**src/rtl/cpu_types_pkg.sv**
```systemverilog
// Shared CPU datapath types: word width, word type and the clear-controller
// state encoding used by the register file.
package cpu_types_pkg;

  localparam int WORD_W = 32;

  typedef logic [WORD_W-1:0] word_t;

  typedef enum logic [0:0] {
    CTRL_IDLE  = 1'b0,
    CTRL_CLEAR = 1'b1
  } clr_state_t;

endpackage : cpu_types_pkg

```
**src/rtl/rf_wr_arbiter.sv**
```systemverilog
// Write-port priority resolver for one register of the file. It reports
// whether any enabled port targets this register and, if so, the data of the
// highest-numbered such port. Register 0 is hard-wired: it never reports a hit.
module rf_wr_arbiter
  import cpu_types_pkg::*;
#(
  parameter int NWR = 2,
  parameter int AW  = 5,
  parameter int IDX = 0
) (
  input  logic [NWR-1:0]             wen,
  input  logic [NWR-1:0][AW-1:0]     wsel,
  input  logic [NWR-1:0][WORD_W-1:0] wdat,
  output logic                       hit,
  output word_t                      dat
);

  localparam logic [AW-1:0] IDX_SEL = AW'(IDX);
  localparam logic          LIVE    = (IDX != 0);

  logic [NWR-1:0] match;

  for (genvar i = 0; i < NWR; i++) begin : g_match
    assign match[i] = LIVE & wen[i] & (wsel[i] == IDX_SEL);
  end

  // Scan ports low to high so a later (higher-numbered) match overrides.
  always_comb begin
    hit = 1'b0;
    dat = '0;
    for (int i = 0; i < NWR; i++) begin
      hit = hit | match[i];
      dat = match[i] ? word_t'(wdat[i]) : dat;
    end
  end

endmodule : rf_wr_arbiter

```
**src/rtl/register_file_mp.sv**
```systemverilog
// Multi-port register file with a per-register busy scoreboard and a
// sequential clear controller. Register 0 is a constant zero. During a clear
// sweep the file is frozen against writes and issues; reads see stored data.
module register_file_mp
  import cpu_types_pkg::*;
#(
  parameter  int NREG   = 32,
  parameter  int NRD    = 2,
  parameter  int NWR    = 2,
  parameter  int BYPASS = 1,
  localparam int AW     = $clog2(NREG)
) (
  input  logic                       CLK,
  input  logic                       RST,
  input  logic [NWR-1:0]             wen,
  input  logic [NWR-1:0][AW-1:0]     wsel,
  input  logic [NWR-1:0][WORD_W-1:0] wdat,
  input  logic [NRD-1:0][AW-1:0]     rsel,
  output logic [NRD-1:0][WORD_W-1:0] rdat,
  output logic [NRD-1:0]             rbusy,
  input  logic                       issue_en,
  input  logic [AW-1:0]              issue_sel,
  input  logic                       clr_req,
  output logic                       clr_busy
);

  word_t           regs    [NREG];
  logic [NREG-1:0] busy;
  clr_state_t      state;
  logic [AW-1:0]   cnt;

  logic [NREG-1:0] wr_take;
  word_t           wr_dat  [NREG];
  logic [NREG-1:0] issue_mask;
  logic            accept;

  assign accept = (state == CTRL_IDLE);

  for (genvar r = 0; r < NREG; r++) begin : g_arb
    rf_wr_arbiter #(
      .NWR (NWR),
      .AW  (AW),
      .IDX (r)
    ) u_arb (
      .wen  (wen),
      .wsel (wsel),
      .wdat (wdat),
      .hit  (wr_take[r]),
      .dat  (wr_dat[r])
    );
  end

  // One-hot busy set request from the issue port; index 0 is never tracked.
  always_comb begin
    issue_mask = '0;
    if (issue_en && (issue_sel != '0)) begin
      issue_mask[issue_sel] = 1'b1;
    end else begin
      issue_mask = '0;
    end
  end

  // Register storage: normal writes in IDLE, one register zeroed per CLEAR cycle.
  always_ff @(posedge CLK or posedge RST) begin
    if (RST) begin
      for (int r = 0; r < NREG; r++) begin
        regs[r] <= '0;
      end
    end else if (state == CTRL_CLEAR) begin
      regs[cnt] <= '0;
    end else begin
      for (int r = 1; r < NREG; r++) begin
        if (wr_take[r]) begin
          regs[r] <= wr_dat[r];
        end
      end
    end
  end

  // Clear controller and busy scoreboard. A same-cycle issue wins over the
  // write-clear because the set is ORed in after the clear mask.
  always_ff @(posedge CLK or posedge RST) begin
    if (RST) begin
      state    <= CTRL_IDLE;
      cnt      <= '0;
      clr_busy <= 1'b0;
      busy     <= '0;
    end else begin
      case (state)
        CTRL_IDLE: begin
          if (clr_req) begin
            state    <= CTRL_CLEAR;
            cnt      <= AW'(1);
            clr_busy <= 1'b1;
            busy     <= '0;
          end else begin
            busy <= (busy & ~wr_take) | issue_mask;
          end
        end
        CTRL_CLEAR: begin
          if (cnt == AW'(NREG - 1)) begin
            state    <= CTRL_IDLE;
            clr_busy <= 1'b0;
          end else begin
            cnt <= cnt + AW'(1);
          end
        end
        default: begin
          state    <= CTRL_IDLE;
          cnt      <= '0;
          clr_busy <= 1'b0;
          busy     <= '0;
        end
      endcase
    end
  end

  // Combinational read ports with optional write forwarding while IDLE.
  always_comb begin
    rdat  = '0;
    rbusy = '0;
    for (int j = 0; j < NRD; j++) begin
      if ((BYPASS != 0) && accept && wr_take[rsel[j]]) begin
        rdat[j] = wr_dat[rsel[j]];
      end else begin
        rdat[j] = regs[rsel[j]];
      end
      rbusy[j] = busy[rsel[j]];
    end
  end

endmodule : register_file_mp
```
**config.mk**
```make
export PLATFORM = sky130hd
export DESIGN_NAME = register_file_mp
export DESIGN_NICKNAME = d
export VERILOG_FILES = /design/src/rtl/cpu_types_pkg.sv /design/src/rtl/rf_wr_arbiter.sv /design/src/rtl/register_file_mp.sv
export SDC_FILE = /design/constraint.sdc
export NUM_CORES = 2
export LEC_CHECK = 0
export BUFFER_PORTS_ARGS = -buffer_cell sky130_fd_sc_hd__clkbuf_2
export CELL_PAD_IN_SITES_DETAIL_PLACEMENT = 1
export CELL_PAD_IN_SITES_GLOBAL_PLACEMENT = 2
export CORE_MARGIN = 2
export CORE_UTILIZATION = 25
export DETAILED_ROUTE_END_ITERATION = 10
export GPL_TIMING_DRIVEN = 0
export PLACE_DENSITY = 0.57
export RECOVER_POWER = 50
export SYNTH_ARGS = -nofsm -noshare
export SYNTH_HDL_FRONTEND = slang
export SYNTH_HIERARCHICAL = 1
export SYNTH_SLANG_ARGS = --single-unit
```
**constraint.sdc**
```tcl
create_clock -name CLK -period 46.5 [get_ports CLK]
set_clock_uncertainty 0.1 [all_clocks]
set_input_delay 4.65 -clock CLK [delete_from_list [all_inputs] [get_ports CLK]]
set_output_delay 4.65 -clock CLK [all_outputs]
set_load 0.005 [all_outputs]
```
==> flow_metrics.env <==
export IMPL_syn_area_per_cell_um2=12.5
export IMPL_route_detailed_drc=0
export IMPL_final_period_utilization_pct=56.5
export IMPL_hold_viol=0
export IMPL_critPathMaxFanout=109
export IMPL_routed_wl_mm=742
export IMPL_cts_inserted_buffers=156
export IMPL_p_sw_share_pct=38.2
export IMPL_fin_tns_setup_ns=0
export IMPL_fin_ws_ns=20.21
export IMPL_pre_cts_slack_ns=31.59
export IMPL_fin_util_pct=28.8
export IMPL_antenna_left=0
export IMPL_regArea_mm2=0.0266
export IMPL_clk_pin_slew_ns=0.06
export IMPL_worstMarginPinSlew_ns=6.80
export IMPL_drt_vias_per_instance=6.84
export IMPL_multiInputGateArea_mm2=0.0622
export IMPL_fillers=40686
export IMPL_violations="capacitance limit, slew limit"
export IMPL_yosysTopAreaCellShare_pct=28.4
export IMPL_syn_inst=7512
export IMPL_fmax_mhz=38.0
export IMPL_grt_max_degree=112
export IMPL_portBuffers=155
export IMPL_comb_power_share_pct=24.8
export IMPL_ys_flop_type="dfrtp_1"
export IMPL_start_util_pct=25.1
export IMPL_cp_data_required_time_ns=46.09
export IMPL_wire_per_inst_um=56.6
export IMPL_async_flop_share_pct=100
export IMPL_total_power_w=0.00300
export IMPL_endpoint_kind="async pin"
export IMPL_hp_class="reg -> reg"
export IMPL_postCtsHoldBufs=0
export IMPL_gp_congestion=1.10
export IMPL_whs_path_depth=1
export IMPL_clockBufferDepth=4
export IMPL_num_vias=89568
export IMPL_antenna_found_initial=110
export IMPL_r2r_cells=7
export IMPL_cts_sinks=1063
export IMPL_grt_overflow=0
export IMPL_placementRows=224
export IMPL_htree_levels=4
export IMPL_synth_cell_types=71
export IMPL_p_switching_w=0.00115
export IMPL_maxCapViolCount=18
export IMPL_ys_seq_area_share_pct=28.4
export IMPL_crit_arrival_ns=25.88
export IMPL_yosysTopAreaCell="dfrtp_1"
export IMPL_syn_to_final_growth_pct=14.5
export IMPL_seqPwrFrac_pct=31.9
export IMPL_powerDensity_mw_per_mm2=27.9
export IMPL_die_area_mm2=0.380
export IMPL_grt_first_pass_wirelength_mm=934
export IMPL_vdd_drop_max_mv=0.0238
export IMPL_cts_root_buf="clkbuf_16"
export IMPL_syn_area_mm2=0.0937
export IMPL_status="finished with violations"
export IMPL_leakagePower_nw=48.4
export IMPL_synth_edf_count=0
export IMPL_die_y_um=616
export IMPL_finalSetupViolCount=0
export IMPL_grt_use_total_pct=37.8
export IMPL_final_nets=8004
export IMPL_rsz0062_at_grt="false"
export IMPL_ys_ff_latch=1063
export IMPL_drv_slew=1166
export IMPL_insertion_delay_ns=0.90
export IMPL_dp_hpwl_mm=558
export IMPL_ys_warn_count=6
export IMPL_pwr_share_clk_pct=43.3
export IMPL_start_kind="input pin"
export IMPL_io_pins=162
export IMPL_layout_min_cycle_time_ns=26.29
export IMPL_drive_gt1_share_pct=36.5
export IMPL_intPower_w=0.00185
export IMPL_first_pass_iters=6
export IMPL_die_w_um=616
export IMPL_cts_tree="yes"
export IMPL_core_area_mm2=0.373
export IMPL_cts_resized_gates=0
export IMPL_slew_headroom_pct=-353
export IMPL_post_cts_setup_buffers=0
export IMPL_crit_type="in -> async"
export IMPL_grt_pass1_vias=84674
export IMPL_synth_area_leaders="dfrtp_1 28%, mux4_2 25%, mux2_4 9.9%, a22o_1 9.3%, and3_1 6.6%"
export IMPL_drt_initial_drc_count=15848
metrics by stage:
| stage | instance area [um2] | cells | hold slack [ns] |
|---|---|---|---|
| final | 107000 | 13098 | 0.410 |
| after global routing | 107000 | 12997 | 0.429 |
| after CTS | 107000 | 12988 | 0.412 |
| after detailed placement | 102000 | 12712 | 0.392 |
| after global placement | 101000 | 12671 | 0.383 |
| after floorplan | 93800 | 7544 | 0.367 |
cell families after synthesis:
logic type                 share of synthesized area (%)
other                                            0.00400
buffers and inverters                               5.36
xor gates and xnor gates                          0.0281
muxes                                               40.7
adders and majority gates                         0.0668
AOI/OAI and AO/OA                                   14.4
DFF                                                 28.4
and+or+nand+nor                                     11.0
cells in the mapped netlist, types with 100 or more instances:
| cell type | count |
|---|---|
| a22oi_1 | 256 |
| dfrtp_1 | 1063 |
| buf_2 | 183 |
| mux2_2 | 358 |
| o22ai_1 | 261 |
| a22o_1 | 992 |
| mux2_4 | 620 |
| nand2_1 | 150 |
| clkbuf_1 | 540 |
| mux4_2 | 1060 |
| a21oi_1 | 112 |
| and3_1 | 993 |
| buf_6 | 100 |
flip-flops by register name (all words and copies together) (netlist names):
name	cells
busy	32
clr_busy	1
cnt	5
regs	1024
state	1
area by class of cell:
class / instances / share of cell area [%]
Tap cell: 4972 / 5.80
Sequential cell: 1063 / 24.8
Multi-Input combinational cell: 5529 / 57.9
Buffer: 945 / 4.66
Clock inverter: 52 / 0.587
Clock buffer: 224 / 4.25
Antenna cell: 104 / 0.243
Inverter: 7 / 0.0257
Timing Repair Buffer: 202 / 1.69
critical path, cell delays in order:
cell        delay [ns]
clkbuf_1          0.08
clkinvlp_2        2.54
clkbuf_1          4.75
clkbuf_1          4.94
clkbuf_1          4.19
clkbuf_1          4.05
metal layers:
metal	wire, um	up-vias	global-route usage, %
li1	-	31666	-
met1	281000	48532	48.2
met2	292000	7938	51.7
met3	98700	1420	13.8
met4	69700	12	28.8
met5	84	-	0.0253
layout by cell type (no fill, tap or decap), types with 80 or more instances in the layout:
master and n:
nor2_1 80, clkbuf_16 160, nor2b_1 87, a21oi_1 112, mux2_4 620, buf_6 100
diode_2 104, a22o_1 992, dfrtp_1 1063, a22oi_1 256, nand2_1 150, o21ai_0 96
clkbuf_1 587, mux4_2 1060, and3_1 993, buf_2 190, clkbuf_2 95, o22ai_1 261
mux2_2 358
path summary, 6_finish.rpt:
| path | start | endpoint | slack (ns) |
|---|---|---|---|
| worst max-delay path | RST | regs[566] | 20.21 |
| worst min-delay path | regs[1017] | regs[1017] | 0.41 |
| worst max register to register | cnt[0] | regs[752] | 41.64 |
| worst min register to register | regs[1017] | regs[1017] | 0.41 |
| max in group CLK | wsel[0] | rdat[61] | 29.28 |
| min in group asynchronous | RST | regs[500] | 5.05 |
power groups by stage:
stage | registers, W | clock network (W) | logic [W]
after floorplan | 0.000967 | 0 | 0.000289
after global placement | 0.000972 | 0 | 0.000682
after detailed placement | 0.000971 | 0 | 0.000705
after CTS | 0.000954 | 0.00130 | 0.000706
after global routing | 0.000956 | 0.00133 | 0.000725
final | 0.000955 | 0.00130 | 0.000743
Power figures use the tool's default switching activity.
